### config.mk
export PLATFORM = sky130hd
export DESIGN_NAME = pipeline_hazard_ctrl
export DESIGN_NICKNAME = d
export VERILOG_FILES = /design/src/rtl/pipeline_hazard_ctrl.sv
export SDC_FILE = /design/constraint.sdc
export NUM_CORES = 1
export LEC_CHECK = 0
export ABC_AREA = 1
export ABC_CLOCK_PERIOD_IN_PS = 2200
export BUFFER_PORTS_ARGS = -buffer_cell sky130_fd_sc_hd__buf_2
export CAP_MARGIN = 20
export CORE_MARGIN = 2
export CORE_UTILIZATION = 51
export CTS_CLUSTER_SIZE = 28
export DETAILED_ROUTE_END_ITERATION = 10
export HOLD_SLACK_MARGIN = 0.1
export PLACE_DENSITY = 0.79
export SETUP_SLACK_MARGIN = 0.5
export SLEW_MARGIN = 25
export SYNTH_ARGS = -nofsm -noshare
export SYNTH_HDL_FRONTEND = slang
export SYNTH_SLANG_ARGS = --single-unit
### constraint.sdc
create_clock -name Clk -period 2.2 [get_ports Clk]
set_input_delay 0.11 -clock Clk [delete_from_list [all_inputs] [get_ports Clk]]
set_output_delay 0.11 -clock Clk [all_outputs]
set_load 0.05 [all_outputs]
### src/rtl/pipeline_hazard_ctrl.sv
// Pipeline hazard controller: load-use stall, optional multi-cycle mul stall,
// branch/jump flush and a saturating stall-cycle counter.
// Optional feature: define MUL_MULTICYCLE_EN to enable the multi-cycle mul
// stall. When it is undefined, ID_IsMul is ignored and Busy is held at 0.
module pipeline_hazard_ctrl (
  input  logic        Clk,
  input  logic        Rst,
  input  logic [4:0]  ID_Rs,
  input  logic [4:0]  ID_Rt,
  input  logic        ID_UsesRt,
  input  logic        ID_IsMul,
  input  logic        ID_Jump,
  input  logic        EX_MemRead,
  input  logic [4:0]  EX_Rt,
  input  logic        EX_BranchTaken,
  input  logic        ClrCount,
  output logic        PCWrite,
  output logic        IFID_Write,
  output logic        IFID_Flush,
  output logic        IDEX_Bubble,
  output logic        Busy,
  output logic [15:0] StallCount
);

  localparam int unsigned MUL_W = 2;
  localparam int unsigned CNT_W = 16;

  localparam logic [0:0] ST_RUN      = 1'b0;
  localparam logic [0:0] ST_MUL_WAIT = 1'b1;

  localparam logic [MUL_W-1:0] MUL_LOAD = MUL_W'(2);
  localparam logic [CNT_W-1:0] CNT_MAX  = CNT_W'(16'hFFFF);

  logic [0:0]       state_q, state_d;
  logic [MUL_W-1:0] mul_cnt_q, mul_cnt_d;
  logic [CNT_W-1:0] stall_count_q, stall_count_d;

  logic load_use_c;
  logic mul_req_c;
  logic stall_c;
  logic pc_write_c;
  logic ifid_write_c;
  logic ifid_flush_c;
  logic idex_bubble_c;

  // Load in EX writes a register the ID instruction reads; r0 never hazards
  assign load_use_c = EX_MemRead && (EX_Rt != 5'd0) &&
                      ((EX_Rt == ID_Rs) || (ID_UsesRt && (EX_Rt == ID_Rt)));

`ifdef MUL_MULTICYCLE_EN
  assign mul_req_c = ID_IsMul;
`else
  logic unused_is_mul;
  assign unused_is_mul = ID_IsMul;
  assign mul_req_c     = 1'b0;
`endif

  // Next-state and raw pipeline-control decode, in priority order
  always_comb begin
    state_d       = state_q;
    mul_cnt_d     = mul_cnt_q;
    pc_write_c    = 1'b1;
    ifid_write_c  = 1'b1;
    ifid_flush_c  = 1'b0;
    idex_bubble_c = 1'b0;

    if (EX_BranchTaken) begin
      // Redirect fetch; squash IF/ID and the ID instruction; abort any mul wait
      ifid_flush_c  = 1'b1;
      idex_bubble_c = 1'b1;
      state_d       = ST_RUN;
      mul_cnt_d     = '0;
    end else if (load_use_c) begin
      pc_write_c    = 1'b0;
      ifid_write_c  = 1'b0;
      idex_bubble_c = 1'b1;
    end else begin
      case (state_q)
        ST_RUN: begin
          if (mul_req_c) begin
            pc_write_c    = 1'b0;
            ifid_write_c  = 1'b0;
            idex_bubble_c = 1'b1;
            mul_cnt_d     = MUL_LOAD;
            state_d       = ST_MUL_WAIT;
          end else if (ID_Jump) begin
            ifid_flush_c = 1'b1;
          end
        end
        ST_MUL_WAIT: begin
          if (mul_cnt_q != '0) begin
            pc_write_c    = 1'b0;
            ifid_write_c  = 1'b0;
            idex_bubble_c = 1'b1;
            mul_cnt_d     = mul_cnt_q - MUL_W'(1);
          end else begin
            state_d = ST_RUN;
          end
        end
        default: begin
          state_d   = ST_RUN;
          mul_cnt_d = '0;
        end
      endcase
    end
  end

  // Output drive; reset forces a frozen, squashing pipeline
  always_comb begin
    PCWrite     = 1'b0;
    IFID_Write  = 1'b0;
    IFID_Flush  = 1'b1;
    IDEX_Bubble = 1'b1;
    Busy        = 1'b0;
    if (Rst) begin
      PCWrite     = pc_write_c;
      IFID_Write  = ifid_write_c;
      IFID_Flush  = ifid_flush_c;
      IDEX_Bubble = idex_bubble_c;
`ifdef MUL_MULTICYCLE_EN
      Busy        = (state_q != ST_RUN);
`endif
    end
  end

  // A stall is a full freeze with a bubble; flush cycles do not count
  assign stall_c = !pc_write_c && !ifid_write_c && idex_bubble_c && !ifid_flush_c;

  // Saturating stall counter; clear beats increment
  always_comb begin
    stall_count_d = stall_count_q;
    if (ClrCount) begin
      stall_count_d = '0;
    end else if (stall_c && (stall_count_q != CNT_MAX)) begin
      stall_count_d = stall_count_q + CNT_W'(1);
    end
  end

  // State, mul countdown and stall counter registers
  always_ff @(posedge Clk or negedge Rst) begin
    if (!Rst) begin
      state_q       <= ST_RUN;
      mul_cnt_q     <= '0;
      stall_count_q <= '0;
    end else begin
      state_q       <= state_d;
      mul_cnt_q     <= mul_cnt_d;
      stall_count_q <= stall_count_d;
    end
  end

  assign StallCount = stall_count_q;

endmodule

Word-level counts from Yosys, hierarchy flattened
Cells that the tools add are included.
{ "word_totals": {"wordCells": 48, "out_inout_bits": 21, "register_bits": 19} }
{ "op_classes": {"n_eq_ne": 6, "mux": 23, "bitwise": 1, "n_reduce_logical": 13, "n_addsub": 2} }
{ "op_table": {"columns": ["operator", "n"], "rows": [
  ["two-way mux 16 bit", 2],
  ["adder 16 x 1 -> 16 bit, second input constant", 1],
  ["!= test 16 bit, second input constant", 1],
  ["two-way mux 1 bit", 15],
  ["== test 5 bit", 2],
  ["two-way mux 2 bit", 4],
  ["logical AND 1 bit", 6],
  ["nonzero test 5 bit", 1],
  ["!= test 2 bit, second input constant", 2],
  ["one-hot mux 1 bit (2 select lines)", 2],
  ["nonzero test 2 bit", 2],
  ["!= test 3 x 2 -> 1 bit, second input constant", 1],
  ["AND reduction 3 bit", 1],
  ["logical NOT 1 bit", 2],
  ["subtractor 2 x 1 -> 2 bit, second input constant", 1],
  ["logical OR 1 bit", 1],
  ["inverter 1 bit", 1]
]} }

Longest topological paths before layout
Gate-level depths: netlist of run 1.
{ "depth": {"ltp_word": 12, "ltp_mapped": 13, "depth_no_buf": 12} }

Worst setup path after synthesis of run 1
OpenSTA, ideal clock, no wires.
{ "synth_timing": {"path_type": "register -> output", "start": "reg mul_cnt_q[0]", "end": "out PCWrite", "path_slack_ns": -0.247, "t_arrival_ns": 2.337, "path_stages_with_launch": 8, "path_buffers": 1, "required_time_ns": 2.090, "path_cell_list": "dfrtp_1 inv_1 ha_1 inv_1 nand2_1 nand2_2 a21boi_0 buf_4"} }
{ "synth_between": {"elab_chain_len": 6} }
{ "synth_rtl": {"columns": ["item", "line", "source"], "rows": [
  ["start: declaration", "35", "logic [MUL_W-1:0] mul_cnt_q, mul_cnt_d;"],
  ["start signal: assignment", "147", "mul_cnt_q <= mul_cnt_d;"],
  ["nonzero test 2 bit", "91", "if (mul_cnt_q != '0) begin"],
  ["two-way mux 1 bit", null, null],
  ["one-hot mux 1 bit (2 select lines)", null, null],
  ["two-way mux 1 bit (3 in a row)", null, null],
  ["end: declaration", "17", "output logic PCWrite,"]
]} }
Every way passes these cells.

Worst setup path after layout of run 1
{ "layout_timing": {"start": "reg stall_count_q[1], in the netlist StallCount[1]", "end": "reg stall_count_q[11], in the netlist StallCount[11]"} }
{ "layout_between": {"elab_chain_len": 3, "word_cells_on_any_way": 6, "classes_between": "1 x add/sub; 1 x eq/ne; 2 x mux; 2 x reduce/logical"} }
{ "layout_rtl": {"columns": ["item", "line", "source"], "rows": [
  ["start: declaration", "36", "logic [CNT_W-1:0] stall_count_q, stall_count_d;"],
  ["start signal: assignment", "148", "stall_count_q <= stall_count_d;"],
  ["adder 16 x 1 -> 16 bit / != test 16 bit (equally long branches)", "135, 134", null],
  ["two-way mux 16 bit / logical AND 1 bit (equally long branches)", "134", "end else if (stall_c && (stall_count_q != CNT_MAX)) begin"],
  ["two-way mux 16 bit / nonzero test 2 bit (equally long branches)", null, null]
]} }
Several ways; a longest one is shown, not always the timed one. The select of a mux whose other input is x is not followed.
A chain may end at the register's enable or synchronous reset.

==> results.md, run 1 <==
- Crit start category: flop
- Synth area leader: dfrtp_1
- HPWL Detailed: around 2400 um
- Clock Tree Buf Depth: 2
- Gpl congestion: between 0.8 and 0.9
- RSZ-0062 raised after global routing: true
- Max Clk Rate: roughly 620 MHz
- Initial Util: approximately 53%
- DRT iter0 DRCs: 53
- Final ANT Viol Nets: 0
- TritonCTS buffer count: 3
- CTS tree: built
- Mapped Cells: approximately 230
- Share of layout cells above drive strength 1: 28.99%
- Power Density: 408.2 mW/mm2
- Top-Level Pins: 44
- Placed cell areas: around 0.0017 mm2
- Sequential area share after synthesis: 32.53%
- Sum Neg Setup Slack: 0 ns
- Hold Crit Class: in -> async
- Critical path peak fanout: 8
- Via/cell ratio: 5.098
- Detailed Route WL: roughly 3300 um
- Die Width: 57.53 um
- Layout Skew: roughly 0.0044 ns
- CP required: 2.45 ns
- Cell Area, Synth: about 0.0015 mm2
- # diodes: 0
- I/O Buffers: 41
- Largest net degree at the start of global routing: 18
- Max rail drop VDD: between 0.0004 and 0.0005 V
- Synth top area share: between 30 and 40%
- Final Power: between 0.7 and 0.8 mW
- Min Hold Slack: 0.1450 ns
- Tmin final: around 1.6 ns
- CTS Root Cell: clkbuf_4
- Met3 Resource Use GR: approximately 2.9%
- GRT Total Usage: about a fifth
- Synth Register Bits: 19
- Vias in the first global route: between 1k and 1.5k
- DR vias: 1565
- Met2 Use GR: between 30% and 40%
- Die Y: between 50 and 60 um
- Site Rows: 19
- Initial antenna violation count: 0
- Distinct cell type count after synthesis: 29
- Final non-filler cell total: approximately 300
- Grt peak-use layer: met2
- CP Capture Type: flop
- Design Area, Final: 0.001889 mm2
- Slew Limit Fails: 0
- H-tree depth: 1
- Type of the worst setup path: reg -> reg
- Clock transition at path regs: between 0.1 and 0.15 ns
- Total core area: ~0.0027 mm2
- Reported max-cap violation count: 0
- Final Setup Violations: 0
- First-pass GRT wire length: approximately 5600 um
- Iteration count of the initial detailed-routing pass: 4
- Leak Pwr: 1.022 nW
- Dpl cells: a little under 300
- Clock sinks: 19
- Crit share post-route: 72.74%
- Crit path DAT: about 1.9 ns
- Worst-skew pair later-pin latency: 0.30 ns
- Grt met1 use: between 20 and 25%
- Net count, final: 302
- WL per Instance: approximately 11 um
- Synth Warn #: 0
- Fin. Hold Viols: 0
- DRC: 0
- Flop-to-flop setup slack: between 0.5 and 0.6 ns
- Status: finished clean
- Syn Area/Cell: between 6 and 7 um2
- Global route total overflow: 0
- Largest cells by area after synthesis: dfrtp_1 33%, nand2_1 20%, nand3_1 9.2%, nor2_1 6.9%, inv_1 6.4%
- Area delta synth->final: 29.28%
- Net Count, Synth: ~250
- Die area: 0.003310 mm2
timing repair:
| item | CTS | global route |
|---|---|---|
| hold buffers | 2 | 0 |
| hold endpoints to repair | 21 | 0 |
| setup buffers | 3 | 5 |
| gates resized for setup | 0 | 19 |
| endpoints found under the setup margin | 18 | 18 |
| pin swaps | 0 | 3 |
placed cells by master, fill, tap and decap left out, drive strengths merged:
master / n
nand3: 31
clkinv: 2
a21boi: 1
clkbuf: 3
nand4: 4
nor3: 4
xnor2: 3
dlygate4sd3: 2
o21ai: 4
nor3b: 2
a31oi: 1
ha: 2
nand2: 81
inv: 27
buf: 51
conb: 1
xor2: 6
and2: 1
dfrtp: 19
o22ai: 1
nor2: 29
a211oi: 1
critical path: stages, from the launching register on:
cell and delay (ns):
dfrtp_2 0.42, ha_4 0.16, nand3_4 0.08, nor2_4 0.14
nand3_4 0.09, nor2_4 0.12, nand3_2 0.10, nand3_4 0.14
buf_6 0.15, nand3_1 0.07, nand2_1 0.07
layout make-up:
class	instances	area, um2
flip-flops and latches	19	481.7
fillers	243	844.6
repair buffers	53	316.6
multi-input cells	172	919.6
inverters	28	105.1
clock inverters	1	5.005
clock buffers	3	22.52
well taps	31	38.79
power by group:
group / leakage (nW) / switching, mW / internal (mW)
sequential: 0.253 / 0.0141 / 0.363
clock: 0.0177 / 0.115 / 0.0678
combinational: 0.751 / 0.135 / 0.0767
routing by layer:
metal | vias to the layer above | share of wire (%)
li1 | 808 | -
met5 | - | 0
met3 | 4 | 4.9
met1 | 712 | 44
met4 | 0 | 1.3
met2 | 41 | 50
state kept, by name (all words and copies together) (netlist names):
register and flops:
state_q 1, StallCount 16, mul_cnt_q 2
metrics by stage:
step / worst slack, ns / util (%)
finish: 0.5997 / 69.11
global route: 0.4755 / 69.11
CTS: 0.4748 / 65.17
detailed placement: 0.4541 / 62.61
global placement: 0.4720 / 62.61
floorplan: 0.4066 / -
final timing paths:
check | from | to | cells after the start
max | StallCount[1] | StallCount[11] | 10
min | Rst | mul_cnt_q[1] | 2
max reg2reg | StallCount[1] | StallCount[11] | 10
min reg2reg | StallCount[14] | StallCount[14] | 2
max in group asynchronous | Rst | StallCount[1] | 3
min in group Clk | EX_MemRead | state_q | 5
kinds of logic (layout without fill, tap and decap cells):
family | Yosys count | count (layout) | synth area share, %
DFF | 19 | 19 | 32.53
other | 1 | 1 | 0.2566
adders and majority gates | 2 | 2 | 1.712
xor gates and xnor gates | 9 | 9 | 5.394
and+or+nand+nor | 152 | 152 | 46.49
AOI/OAI and AO/OA | 8 | 8 | 3.254
buffers and inverters | 35 | 85 | 10.36
cell usage after synthesis:
cell      number
buf_2          1
a31oi_1        1
nand2_2        2
o22ai_1        1
dfrtp_1       19
nand3_2        3
buf_6          1
o21ai_0        4
a211oi_1       1
nor3_1         4
a21boi_0       1
inv_1         25
nand2_4        1
nand2_1       78
and2_1         1
conb_1         1
buf_4          3
clkinv_1       1
inv_2          2
nor2_1        27
nand3_1       27
ha_1           2
clkbuf_1       2
nor2_2         2
xor2_1         6
nand4_1        4
xnor2_1        3
nor3b_1        2
nand3_4        1
Note: power is estimated with default switching activity, not from simulation.
==> run 2, diff against run 1 <==
--- a/config.mk
+++ b/config.mk
@@ -6,7 +6,7 @@
 export NUM_CORES = 1
 export LEC_CHECK = 0
 export ABC_AREA = 1
-export ABC_CLOCK_PERIOD_IN_PS = 2200
+export ABC_CLOCK_PERIOD_IN_PS = 1500
 export BUFFER_PORTS_ARGS = -buffer_cell sky130_fd_sc_hd__buf_2
 export CAP_MARGIN = 20
 export CORE_MARGIN = 2
==> constraint.sdc (replaced) <==
create_clock -name Clk -period 1.5 [get_ports Clk]
set_input_delay 0.075 -clock Clk [delete_from_list [all_inputs] [get_ports Clk]]
set_output_delay 0.075 -clock Clk [all_outputs]
set_load 0.05 [all_outputs]
==> results.md, run 2 (synthesis results as in run 1) <==
- RSZ-0062 raised after global routing: true (unchanged)
- Top-Level Pins: 44 (unchanged)
- Final ANT Viol Nets: 0 (unchanged)
- Clock transition at path regs: 0.11 ns (about the same)
- # diodes: 0 (unchanged)
- Detailed Route WL: 4559 um (was 3295 um)
- Net count, final: 328 (was 302)
- Crit share post-route: 105.3% (was 72.74%)
- I/O Buffers: 41 (unchanged)
- Critical path peak fanout: 8 (unchanged)
- Crit path max-delay family: simple AND/OR/NAND/NOR gates (unchanged)
- CTS tree: built (unchanged)
- Crit start category: flop (unchanged)
- Worst-skew pair later-pin latency: 0.31 ns (was 0.30 ns)
- HPWL Detailed: 2678 um (was 2406 um)
- Place WS: -0.05395 ns (was 0.4541 ns)
- Initial antenna violation count: 0 (unchanged)
- Hold Crit Depth: 5
- Worst r2r path cells: 10 (unchanged)
- Setup WS post-layout: -0.07936 ns (was 0.5997 ns)
- Gpl congestion: 0.8357 (was 0.8269)
- Tmin final: 1.579 ns (was 1.600 ns)
- Fin. Hold Viols: 0 (unchanged)
- Share of layout cells above drive strength 1: 41.06% (was 28.99%)
- Die Width: 57.53 um (unchanged)
- Final Power: 1.237 mW (was 0.7713 mW)
- Reported max-cap violation count: 0 (unchanged)
- Via/cell ratio: 5.297 (was 5.098)
- Site Rows: 19 (unchanged)
- DRT iter0 DRCs: 100 (was 53)
- Vias in the first global route: 1647 (was 1397)
- Final Util: 86.50% (was 69.11%)
- Die Y: 57.53 um (unchanged)
- Area delta synth->final: 61.82% (was 29.28%)
- First-pass GRT wire length: 6782 um (was 5582 um)
- Iteration count of the initial detailed-routing pass: 4 (unchanged)
- CP Depth: 10 (unchanged)
- WL per Instance: 13.69 um (was 10.73 um)
- Failing checks: setup timing
- Status: complete, but fails checks (was finished clean)
- Clock Tree Buf Depth: 2 (unchanged)
- Min Hold Slack: 0.2091 ns (was 0.1450 ns)
- Worst path bufs/invs: 1 (unchanged)
- Power Density: 523.3 mW/mm2 (was 408.2 mW/mm2)
- Die area: 0.003310 mm2 (unchanged)
- H-tree depth: 1 (unchanged)
- Most frequent cells in the layout: 75 x nand2_1, 26 x nor2_1, 26 x buf_4, 21 x inv_1, 21 x buf_2 (was 76 x nand2_1, 39 x buf_2, 27 x nand3_1, 25 x nor2_1, 24 x inv_1)
- Sum Neg Setup Slack: -0.9308 ns (was 0 ns)
- Largest net degree at the start of global routing: 19 (was 18)
- DRC: 0 (unchanged)
- Type of the worst setup path: reg -> reg (unchanged)
- CP required: 1.75 ns (was 2.45 ns)
- Clock sinks: 19 (unchanged)
- Hold Crit Class: in -> reg (was in -> async)
- Global route total overflow: 0 (unchanged)
- Initial Util: 53.46% (unchanged)
- GRT Total Usage: 26.04% (was 21.23%)
- CP Capture Type: flop (unchanged)
- Final Setup Violations: 18 (was 0)
- CP max-delay cell: dfrtp_2 (unchanged)
- Max reg flops: 16 (unchanged)
- CTS Root Cell: clkbuf_4 (unchanged)
- DR vias: 1764 (was 1565)
- Max rail drop VDD: 0.0008617 V (was 0.0004404 V)
- Commonest non-fill, non-tap cell in the layout: nand2_1 (unchanged)
- Slowest cell delay on critical path: 0.41 ns (was 0.42 ns)
- Critical-path cell list: ha_4 -> nand3_4 -> nor2_4 -> nand3_2 -> nor2_4 -> nand3_2 -> nand3_4 -> buf_6 -> nand3_1 -> nand2_1 (was ha_4 -> nand3_4 -> nor2_4 -> nand3_4 -> nor2_4 -> nand3_2 -> nand3_4 -> buf_6 -> nand3_1 -> nand2_1)
- Slew Limit Fails: 0 (unchanged)
- Crit path DAT: 1.83 ns (was 1.85 ns)
- Layout Skew: 0.007074 ns (was 0.004413 ns)
- Total core area: 0.002734 mm2 (unchanged)
- Leak Pwr: 1.213 nW (was 1.022 nW)
- Max Clk Rate: 633.2 MHz (was 624.9 MHz)
- TritonCTS buffer count: 3 (unchanged)
-- run 2: cell count changes in the layout (fill, tap and decap cells not counted), moves of 6 or more --
cell / delta
dfrtp_1: -6
dfrtp_2: +6
nand3_1: -8
buf_8: +15
buf_2: -18
buf_6: +12
nand3_2: +8
buf_4: +17
-- run 2: path summary, 6_finish.rpt --
kind                               start        endpoint  slack [ns]
max                        StallCount[1]  StallCount[14]       -0.08
max in group asynchronous            Rst   StallCount[0]        0.78
min                           EX_MemRead         state_q        0.21
max reg2reg                StallCount[1]  StallCount[14]       -0.08
min reg2reg                 mul_cnt_q[1]    mul_cnt_q[1]        0.56
min in group asynchronous            Rst         state_q        0.22
-- run 2: stage by stage --
step | area, um2 | cells
2_1_floorplan | 1521 | 226
4_1_cts | 2147 | 322
3_5_place_dp | 1854 | 309
3_3_place_gp | 1854 | 309
6_report | 2365 | 333
5_1_grt | 2365 | 333
-- run 2: what timing repair did --
action / CTS / global route
setup buffers: 7 / 11
hold endpoints to repair: 21 / 0
cloned: 0 / 0
gates resized for setup: 58 / 39
pin swaps: 3 / 6
endpoints found under the setup margin: 38 / 38
hold buffers: 2 / 0
-- run 2: power breakdown --
part	switching [mW]	internal (mW)	total, mW
registers	0.0208	0.532	0.553
clock network	0.173	0.104	0.277
logic	0.239	0.169	0.408
-- run 2: routing by layer --
layer  global-route usage (%)  vias up  routed length, um
met5                        0        -                  0
met4                    8.306        0                131
met3                    4.535       18                303
met2                    49.03       80               2426
met1                    29.30      804               1698
li1                         -      862                  -
-- run 2: cell type report --
| cell class | count | area (um2) |
|---|---|---|
| well taps | 31 | 38.79 |
| repair buffers | 79 | 714.4 |
| inverters | 28 | 107.6 |
| clock buffers | 4 | 26.28 |
| multi-input cells | 172 | 988.4 |
| fillers | 160 | 369.1 |
| flip-flops and latches | 19 | 489.2 |
-- run 2: worst min-delay path, delay by kind of cell --
| family | cells | cell delay (ns) |
|---|---|---|
| AOI/OAI and AO/OA | 2 | 0.14 |
| and+or+nand+nor | 1 | 0.12 |
| buffers and inverters | 2 | 0.16 |
